[src/rtl/mc_pkg.sv]
// mc_pkg: shared state encoding and reset vector for the multicycle sequencer
package mc_pkg;
  typedef enum logic [2:0] {
    IF_REQ   = 3'd0,
    IF_WAIT  = 3'd1,
    ID       = 3'd2,
    EXE      = 3'd3,
    MEM_REQ  = 3'd4,
    MEM_WAIT = 3'd5,
    WB       = 3'd6,
    HALT     = 3'd7
  } state_t;
  localparam logic [31:0] RESET_PC_DEF = 32'h1c00_0000;
endpackage

[src/rtl/mc_tmo_cnt.sv]
// mc_tmo_cnt: response-timeout counter; expired flags the cycle whose increment reaches the limit
module mc_tmo_cnt #(
  parameter int TMO_W = 8
) (
  input  logic clk,
  input  logic resetn,
  input  logic clr,
  input  logic en,
  output logic expired
);
  localparam logic [TMO_W-1:0] LAST = {{(TMO_W-1){1'b1}}, 1'b0};
  logic [TMO_W-1:0] cnt;
  always_ff @(posedge clk) begin
    if (!resetn || clr) cnt <= '0;
    else if (en) cnt <= cnt + 1'b1;
  end
  assign expired = en && cnt == LAST;
endmodule

[src/rtl/mc_seq_ctrl.sv]
// mc_seq_ctrl: multicycle fetch/decode/execute/memory/writeback sequencer with SRAM timeouts
module mc_seq_ctrl
  import mc_pkg::*;
#(
  parameter int              XLEN     = 32,
  parameter logic [XLEN-1:0] RESET_PC = RESET_PC_DEF,
  parameter int              TMO_W    = 8
) (
  input  logic            clk,
  input  logic            resetn,
  output logic            inst_req,
  output logic [XLEN-1:0] inst_addr,
  input  logic            inst_gnt,
  input  logic            inst_rvalid,
  input  logic [31:0]     inst_rdata,
  output logic            data_req,
  output logic            data_wr,
  output logic [XLEN-1:0] data_addr,
  input  logic            data_gnt,
  input  logic            data_rvalid,
  input  logic [31:0]     data_rdata,
  output logic [31:0]     dec_inst,
  input  logic            dec_is_ld,
  input  logic            dec_is_st,
  input  logic            dec_no_wb,
  input  logic            br_taken,
  input  logic [XLEN-1:0] br_target,
  input  logic [XLEN-1:0] alu_result,
  output logic [XLEN-1:0] pc,
  output logic [31:0]     load_data,
  output logic            rf_we,
  output logic [2:0]      state,
  output logic            err,
  output logic [XLEN-1:0] debug_wb_pc,
  output logic [3:0]      debug_wb_rf_we
);
  state_t state_q, state_d;
  logic tmo, waiting, retire;
  assign waiting = state_q inside {IF_REQ, IF_WAIT, MEM_REQ, MEM_WAIT};
  mc_tmo_cnt #(.TMO_W(TMO_W)) u_tmo (
    .clk     (clk),
    .resetn  (resetn),
    .clr     (state_d != state_q),
    .en      (waiting),
    .expired (tmo)
  );
  always_ff @(posedge clk) begin
    if (!resetn) state_q <= IF_REQ;
    else state_q <= state_d;
  end
  always_comb begin
    state_d = state_q;
    unique case (state_q)
      IF_REQ:   state_d = inst_gnt ? IF_WAIT : tmo ? HALT : IF_REQ;
      IF_WAIT:  state_d = inst_rvalid ? ID : tmo ? HALT : IF_WAIT;
      ID:       state_d = dec_no_wb ? IF_REQ : EXE;
      EXE:      state_d = (dec_is_ld || dec_is_st) ? MEM_REQ : WB;
      MEM_REQ:  state_d = data_gnt ? MEM_WAIT : tmo ? HALT : MEM_REQ;
      MEM_WAIT: state_d = data_rvalid ? (dec_is_ld ? WB : IF_REQ) : tmo ? HALT : MEM_WAIT;
      WB:       state_d = IF_REQ;
      default:  state_d = HALT;
    endcase
  end
  always_comb begin
    inst_req       = state_q == IF_REQ;
    data_req       = resetn && state_q == MEM_REQ;
    data_wr        = data_req && dec_is_st;
    rf_we          = resetn && state_q == WB;
    debug_wb_rf_we = {4{rf_we}};
  end
  assign retire = (state_q == ID && dec_no_wb) || state_q == WB ||
                  (state_q == MEM_WAIT && data_rvalid && !dec_is_ld);
  always_ff @(posedge clk) begin
    if (!resetn) begin
      pc        <= RESET_PC;
      dec_inst  <= '0;
      load_data <= '0;
      data_addr <= '0;
      err       <= 1'b0;
    end else begin
      if (state_q == IF_WAIT && inst_rvalid) dec_inst <= inst_rdata;
      if (state_q == EXE) data_addr <= alu_result;
      if (state_q == MEM_WAIT && data_rvalid && dec_is_ld) load_data <= data_rdata;
      if (retire) pc <= br_taken ? br_target : pc + XLEN'(4);
      if (state_d == HALT) err <= 1'b1;
    end
  end
  assign inst_addr   = pc;
  assign debug_wb_pc = pc;
  assign state       = state_q;
endmodule

[config.mk]
export PLATFORM = sky130hd
export DESIGN_NAME = mc_seq_ctrl
export DESIGN_NICKNAME = d
export VERILOG_FILES = /design/src/rtl/mc_pkg.sv /design/src/rtl/mc_tmo_cnt.sv /design/src/rtl/mc_seq_ctrl.sv
export SDC_FILE = /design/constraint.sdc
export NUM_CORES = 1
export LEC_CHECK = 0
export CAP_MARGIN = 30
export CORE_AREA = 4 4 132 134
export CTS_BUF_LIST = sky130_fd_sc_hd__clkbuf_8
export DETAILED_ROUTE_END_ITERATION = 16
export DIE_AREA = 0 0 136 138
export PLACE_DENSITY_LB_ADDON = 0.15
export SLEW_MARGIN = 15
export SYNTH_ARGS = -nofsm -noshare
export SYNTH_HDL_FRONTEND = slang
export SYNTH_SLANG_ARGS = --single-unit
[constraint.sdc]
create_clock -name clk -period 3.5 [get_ports clk]
set_input_delay 0.35 -clock clk [delete_from_list [all_inputs] [get_ports clk]]
set_output_delay 0.35 -clock clk [all_outputs]
set_load 0.01 [all_outputs]
; Word level (Yosys, flattened, before mapping)
; Cells that the tools add are included.
[totals]
regBits = 140
inputBits = 138
out_inout_bits = 204
[classes]
addsub = 2
eq_ne = 9
n_mux = 13
n_reduce_logical = 17
[ops]
columns = cell, n
row1 = 32-bit by 3-bit adder with 32-bit output (second input constant), 1
row2 = 32-bit two-way mux, 1
row3 = 3-bit case mux with 7 select lines, 1
row4 = 3-bit two-way mux, 6
row5 = 3-bit equality test (second input constant), 4
row6 = 2-bit two-way mux, 5
row7 = 1-bit logical AND, 9
row8 = 8-bit by 1-bit adder with 8-bit output (second input constant), 1
row9 = 8-bit equality test (second input constant), 1
row10 = 3-bit by 2-bit equality test with 1-bit output (second input constant), 2
row11 = 1-bit logical OR, 4
row12 = 4-bit nonzero test, 1
row13 = 3-bit by 1-bit equality test with 1-bit output (second input constant), 1
row14 = 3-bit zero test, 1
row15 = 3-bit inequality test, 1
row16 = 1-bit zero test, 2

; Longest topological paths before layout
; Gate-level depths: netlist of the first run.
[depth]
depth_word = 8
depth_mapped = 8
mapped_depth_nobuf = 7

; Cells and area by module
; Synthesis of the first run repeated with hierarchy kept, for this count alone.
[unflattened]
cells_unflattened = 867
hier_area_um2 = 6710.2
[modules_own_cells]
columns = module, instances, cells_each, area_each_um2, seq_area_each_um2
row1 = mc_seq_ctrl, 1, 825, 6341.1, 2642.5
row2 = mc_tmo_cnt, 1, 42, 369.1, 160.2

; Least setup slack after synthesis of the first run
; OpenSTA, ideal clock, no wires.
[synth_timing]
kind = register -> register
start = register pc[2] (netlist: debug_wb_pc[2])
end = register pc[18] (netlist: debug_wb_pc[18])
setup_ns = 0.119
arrival_ns = 1.710
t_required_ns = 3.381
setup_slack_ns = 1.672
path_stages_with_launch = 6
path_buffers = 0
synth_period_minus_slack_ns = 1.828
path_cell_list = dfxtp_1 ha_1 nand3_1 nor3_1 a41oi_1 o221a_2
[synth_between]
elab_chain_cells = 2
[synth_rtl]
columns = item, line_no
row1 = "start, declared", mc_seq_ctrl.sv:29  ; output logic [XLEN-1:0] pc,
row2 = "start signal, assigned", mc_seq_ctrl.sv:84  ; if (retire) pc <= br_taken ? br_target : pc + XLEN'(4);
row3 = 32-bit by 3-bit adder with 32-bit output, mc_seq_ctrl.sv:84
row4 = 32-bit two-way mux, mc_seq_ctrl.sv:84
; No other way between the ends.
; A chain may end at the register's enable or synchronous reset.

; Worst setup path in the final report of the first run
[layout_timing]
start = register state_q[2] (netlist: state[2])
end = output port data_wr
[layout_between]
elab_chain_cells = 3
[layout_rtl]
columns = item, line_no
row1 = "start, declared", mc_seq_ctrl.sv:37  ; state_t state_q, state_d;
row2 = "start signal, assigned", mc_seq_ctrl.sv:49  ; else state_q <= state_d;
row3 = 3-bit equality test, mc_seq_ctrl.sv:66  ; data_req = resetn && state_q == MEM_REQ;
row4 = 1-bit logical AND, mc_seq_ctrl.sv:66
row5 = 1-bit logical AND, mc_seq_ctrl.sv:67  ; data_wr = data_req && dec_is_st;
row6 = "end, declared", mc_seq_ctrl.sv:17  ; output logic data_wr,
; No other way between the ends.

==> out/results.tsv, run 1 <==
metric	value	unit
status	completed	
fin_crit_sh	79.32	%
dp_slack	1046	ps
ant_nets	0	
yosysSeqAreaShare	42.46	%
slew_headroom	42.75	%
dieArea	18770	µm²
p_total	3.456	mW
grt_pass1_wl	33030	µm
max_freq	0.3602	GHz
synthXorXnorAreaFrac	0.9289	%
power.internal	2.527	mW
post_cts_resized	0	
ys_seq_elements	140	
cts_tree	built	
grt_max_degree	59	
synthMuxAreaShare	0.9289	%
clock-sinks	140	
grt.total_usage	22.17	%
power_density	345.7	nW/µm²
pwr-share-clk	36.6	%
antenna_found_initial	0	
r2r_slack	1130	ps
synth_cell_types	63	
syn_area	6600	µm²
combPwrFrac	14.9	%
async_flop_share	0	%
ir_drop	0.0002727	V
rows	47	
syn-num-nets	994	
cp.required	3150	ps
path_max_fanout	22	
synth_edf_count	0	
drv_slew	0	
dpl.hpwl	16170	µm
cp-end-kind	output port	
yosys_warnings	0	
initialDrtViolationCount	377	
power.switching	928.6	µW
drcViolationCount	0	
root_buffer	clkbuf_8	
clkTransAtPathRegs	90	ps
syn_area_per_cell	7.737	µm²
viasPerCell	4.995	
seq_power_share	48.5	%
instances_no_fill	1331	
rsz0062_at_grt	false	
holdWs	441.3	ps
io_buffers	341	
area.growth.synth_to_final	51.47	%
first_global_vias	6039	
holdBufCountCts	0	
clk_path_buf_depth	2	
synth_top_family_by_area	simple AND/OR/NAND/NOR gates	
die_h	138	µm
critPathKind	reg -> out	
min_period	2776	ps
tns	0	ps
hold_path_class	in -> reg	
tightest_slew	852.2	ps
wl_per_cell	16.41	µm
synth-adder-area-share	0.5687	%
nets	1239	
num_antenna_cells	0	
num_vias	6648	
cts_max_level	4	
maxCapViolCount	0	
cts_buffers	17	
io-pin-count	342	
globalplace.congestion	0.8153	
worst_ep_arrival_time	2430	ps
dp.cells	1299	
die_w	136	µm
drtPass1Iterations	5	
timing.final.ws_setup	723.9	ps
floorplan.initialDensity	40.52	%
finClkSkew	12.10	ps
swShare	26.87	%
finalSetupViolCount	0	
ys_dominant_reg_cell	dfxtp_1	
hold_viol	0	
core_area	16290	µm²
wirelength	21840	µm
syn_inst	853	
p_leak	3.411	nW
drive_gt1_share	5.941	%
overflow	0	
cts_setup_buffers	0	
start_kind	flip-flop	
synth_compound_area_share	19.07	%
clk_latency	440	ps
synth-simple-area-share	24.04	%
==> cell usage after synthesis (2+ instances only) <==
cell / number / share of area (%)
a211oi_1: 4 / 0.45
a21o_1: 2 / 0.23
a21oi_1: 122 / 9.3
a22oi_1: 4 / 0.45
a2bb2oi_1: 4 / 0.53
a31o_2: 3 / 0.40
a31oi_1: 6 / 0.57
a32o_1: 2 / 0.30
a41oi_1: 4 / 0.53
and2_1: 9 / 0.85
and3_1: 8 / 0.76
buf_1: 2 / 0.11
buf_2: 9 / 0.68
buf_4: 72 / 8.2
clkbuf_1: 43 / 2.4
dfxtp_1: 140 / 42
ha_1: 3 / 0.57
inv_1: 6 / 0.34
mux2i_1: 5 / 0.76
nand2_1: 226 / 13
nand2b_1: 6 / 0.57
nand3_1: 22 / 1.7
nand4_1: 10 / 0.95
nor2_1: 36 / 2.0
nor2b_1: 6 / 0.57
nor3_1: 13 / 0.99
nor4_1: 9 / 0.85
o2111ai_1: 3 / 0.40
o211ai_1: 2 / 0.23
o21a_1: 5 / 0.57
o21ai_0: 14 / 1.1
o221a_2: 7 / 1.2
o2bb2ai_1: 4 / 0.53
o31ai_1: 6 / 0.68
or2_2: 2 / 0.19
or3_1: 2 / 0.19
xnor2_1: 3 / 0.40
xor2_1: 4 / 0.53
==> cell usage in the layout, fill, tap and decap left out, types with 6 or more instances in the layout <==
cell             netlist  layout
nand2b_1               6       6
and3_1                 8       8
nor3_1                13      13
nor2b_1                6       6
o21ai_0               14      14
clkbuf_8               0      19
nor4_1                 9       9
o31ai_1                6       6
nand4_1               10      10
and2_1                 9       9
inv_1                  6       7
a21oi_1              122     122
nor2_1                36      34
clkdlybuf4s50_1        0     340
o221a_2                7       7
buf_4                 72      12
nand3_1               22      22
nand2_1              226     226
a31oi_1                6       6
dfxtp_1              140     140
==> through the flow <==
step	utilization (%)	cell area (µm²)
detailed placement	59.06	9620
global route	61.37	9997
global placement	59.06	9620
finish	61.37	9997
floorplan	-	6600
CTS	61.37	9997
==> layer usage <==
| metal | up-vias | global-route usage (%) | share of wire, % |
|---|---|---|---|
| li1 | 3335 | - | - |
| met1 | 3000 | 24.90 | 37 |
| met5 | - | 0 | 0 |
| met4 | 0 | 8.594 | 2.4 |
| met2 | 276 | 37.94 | 50 |
| met3 | 37 | 8.176 | 9.8 |
==> registers in the layout, summed over array words and instances, names as in the netlist <==
register,cells
data_addr,32
err,1
dec_inst,32
state,3
load_data,32
u_tmo.cnt,8
debug_wb_pc,32
==> worst max-delay path: stages, from the launching register on <==
cell and delay, ps:
dfxtp_1 780, nand2_1 200, nor3_1 300, and2_1 170
clkdlybuf4s50_1 530
==> power by group through the flow <==
stage / Combinational, mW / Sequential, mW / Clock [mW]
4_1_cts: 0.519 / 1.67 / 1.29
5_1_grt: 0.556 / 1.68 / 1.38
3_5_place_dp: 0.517 / 1.71 / 0
6_report: 0.516 / 1.67 / 1.27
3_3_place_gp: 0.516 / 1.71 / 0
2_1_floorplan: 0.225 / 1.71 / 0
==> worst paths after layout <==
kind                  startpoint               to  depth (start not counted)
setup / recovery        state[2]          data_wr                          4
hold / removal    inst_rdata[12]     dec_inst[12]                          3
setup reg to reg  debug_wb_pc[8]  debug_wb_pc[21]                          5
hold reg to reg     data_addr[8]     data_addr[8]                          2
==> layout make-up <==
cell class / count / area (µm²)
fill: 1506 / 6292
timing repair buffer: 353 / 3498
multi-input combinational: 579 / 3017
sequential: 140 / 2803
tap: 220 / 275.3
clock buffer: 19 / 261.5
clock inverter: 13 / 115.1
inverter: 7 / 27.53
==> kinds of logic after synthesis <==
logic type | Yosys count
flip-flops | 140
XOR/XNOR | 7
AND/OR/NAND/NOR | 358
AO/OA/AOI/OAI | 205
multiplexers | 6
adder cells (fa/ha/maj) | 3
buffers and inverters | 134
No activity file was read; power rests on OpenSTA's default activity.
==> inputs of run 2 (changes only) <==
- CORE_AREA: 4 4 132 134 -> unset
- CORE_MARGIN: unset -> 4
- CORE_UTILIZATION: unset -> 41
- DIE_AREA: 0 0 136 138 -> unset
- clock period: 3.5 -> 2.6 ns (I/O delays scaled with it)
==> run 2 against run 1 <==
Effect of this change:
- sequential power rose by 35%
- flip-flop and latch count unchanged
- hold slack worse by 170 ps
==> out/results.tsv, run 2 (synthesis results as in run 1) <==
metric	value	unit	change
clkTransAtPathRegs	80	ps	about the same
critPathKind	reg -> out		
clk_latency	440	ps	about the same
grt_pass1_wl	33170	µm	+0.42%
regArea	2805	µm²	about the same
num_vias	6711		+0.95%
min_period	2331	ps	
crit_chain	nand2b_1 -> nor2_2 -> clkdlybuf4s50_1		
cts_tree	built		
dpl.hpwl	16040	µm	-0.79%
hold_end	debug_wb_pc[11]		
num_antenna_cells	0		unchanged
grt_max_degree	114		+93%
hold_viol	0		unchanged
multi_input_area	3019	µm²	about the same
finClkSkew	10.11	ps	-1.993 ps
path_max_fanout	21		-4.5%
maxCapViolCount	0		unchanged
drv_slew	0		unchanged
reg2reg_depth	5		unchanged
place_area	9688	µm²	+0.70%
grt.total_usage	22.97	%	+0.80 points
worst_ep_arrival_time	2070	ps	-360 ps
final_area	10130	µm²	+1.4%
io-pin-count	342		unchanged
ant_nets	0		unchanged
ir_drop	0.0003329	V	+22%
cts_max_level	4		unchanged
start_kind	flip-flop		
hp-start	br_taken		
antenna_found_initial	0		unchanged
cp_slowest_cell	clkdlybuf4s50_1		
slew_headroom	55.53	%	+13 points
fin_crit_sh	89.65	%	
viasPerCell	5.027		+0.65%
utilization	64.02	%	+2.6 points
rows	46		-2.1%
drtPass1Iterations	5		unchanged
area.growth.synth_to_final	53.52	%	
fillers	1395		-7.4%
cpPeakStageDelay	580	ps	-200 ps
final_cell_mix	340 x clkdlybuf4s50_1, 226 x nand2_1, 138 x dfxtp_1		
r2r-end	debug_wb_pc[28]		
cts_setup_buffers	0		unchanged
dieArea	18190	µm²	-3.1%
floorplan.initialDensity	41.70	%	+1.2 points
rr_startpoint	state[0]		
overflow	0		unchanged
tns	0	ps	unchanged
first_global_vias	6177		+2.3%
p_leak	3.497	nW	+2.5%
cts_buffers	17		unchanged
core_area	15830	µm²	-2.8%
max_freq	0.4290	GHz	
drive_gt1_share	6.881	%	+0.94 points
clock-sinks	140		unchanged
nets	1247		+0.65%
finalSetupViolCount	0		unchanged
globalplace.congestion	0.8342		+2.3%
status	completed		
clk_path_buf_depth	2		unchanged
die_h	134.9	µm	-2.3%
wl_per_cell	16.45	µm	+0.27%
final_common_cell	clkdlybuf4s50_1		
hold_path_class	in -> reg		
rsz0062_at_grt	false		
initialDrtViolationCount	464		+23%
root_buffer	clkbuf_8		
die_w	134.9	µm	-0.83%
cp.required	2340	ps	-810 ps
drcViolationCount	0		unchanged
wirelength	21960	µm	+0.57%
r2r_slack	470	ps	-660 ps
tightest_slew	666.1	ps	-186.1 ps
cp-end-kind	output port		
power_density	486.0	nW/µm²	+41%
worstHoldPathCells	4		+1
io_buffers	341		unchanged
## run 2: cell types whose count changed in the layout (fill, tap and decap cells not counted), sizes merged
cell / before / now
clkbuf: 19 / 18
bufinv: 1 / 4
buf: 13 / 21
clkinvlp: 3 / 0
inv: 11 / 10
clkinv: 5 / 7
## run 2: repair_timing
action / in CTS / in global routing
endpoints found under the setup margin: 1 / 5
hold buffers: 0 / 0
cloned: 0 / 0
resized for setup: 1 / 2
## run 2: metal layers
layer	global-route usage, %	part of all wire (%)	vias to the layer above
met5	0	0	-
met3	7.936	9.4	21
met2	39.16	50	258
met4	7.636	1.9	0
met1	27.05	39	3079
li1	-	-	3353
## run 2: through the flow
stage	instances	hold slack (ps)	power, mW	setup slack, ps
2_1_floorplan	853	396.0	2.605	771.7
3_3_place_gp	1303	440.7	3.008	476.0
3_5_place_dp	1303	445.3	3.011	464.6
4_1_cts	1335	233.4	4.970	68.82
5_1_grt	1335	278.2	5.134	90.97
6_report	1335	271.7	4.924	269.2
## run 2: worst max-delay path by stage
stage | start | endpoint | slack [ps] | cells past startpoint
2_1_floorplan | debug_wb_pc[2] | debug_wb_pc[18] | 770 | 5
6_report | state[0] | debug_wb_rf_we[0] | 270 | 3
4_1_cts | state[1] | debug_wb_rf_we[3] | 70 | 3
3_3_place_gp | data_rvalid | debug_wb_pc[31] | 480 | 6
3_5_place_dp | data_rvalid | debug_wb_pc[31] | 460 | 6
5_1_grt | state[0] | debug_wb_rf_we[3] | 90 | 3
## run 2: worst max-delay path: cells and delay by family (launching register included)
family	cells	cell delay [ps]
flip-flops	1	520
buffers and inverters	1	580
AND/OR/NAND/NOR	2	530
## run 2: final cells by class
type,instances,share of cell area (%)
Inverter,7,0.2717
Multi-Input combinational cell,579,29.80
Tap cell,216,2.667
Clock inverter,14,1.889
Clock buffer,18,2.445
Sequential cell,140,27.69
Timing Repair Buffer,361,35.24
## run 2: where the power goes
group / switching (mW) / leakage, nW / internal, mW
sequential: 0.0590 / 1.13 / 2.19
combinational: 0.302 / 2.14 / 0.407
clock: 0.886 / 0.229 / 1.08
total: 1.25 / 3.50 / 3.68
==> inputs of run 3 (changes only) <==
- CAP_MARGIN: 30 -> unset
- CTS_CLUSTER_SIZE: unset -> 30
==> results of run 3 <==
The final DEF is identical to that of run 2; final timing and power are the same.
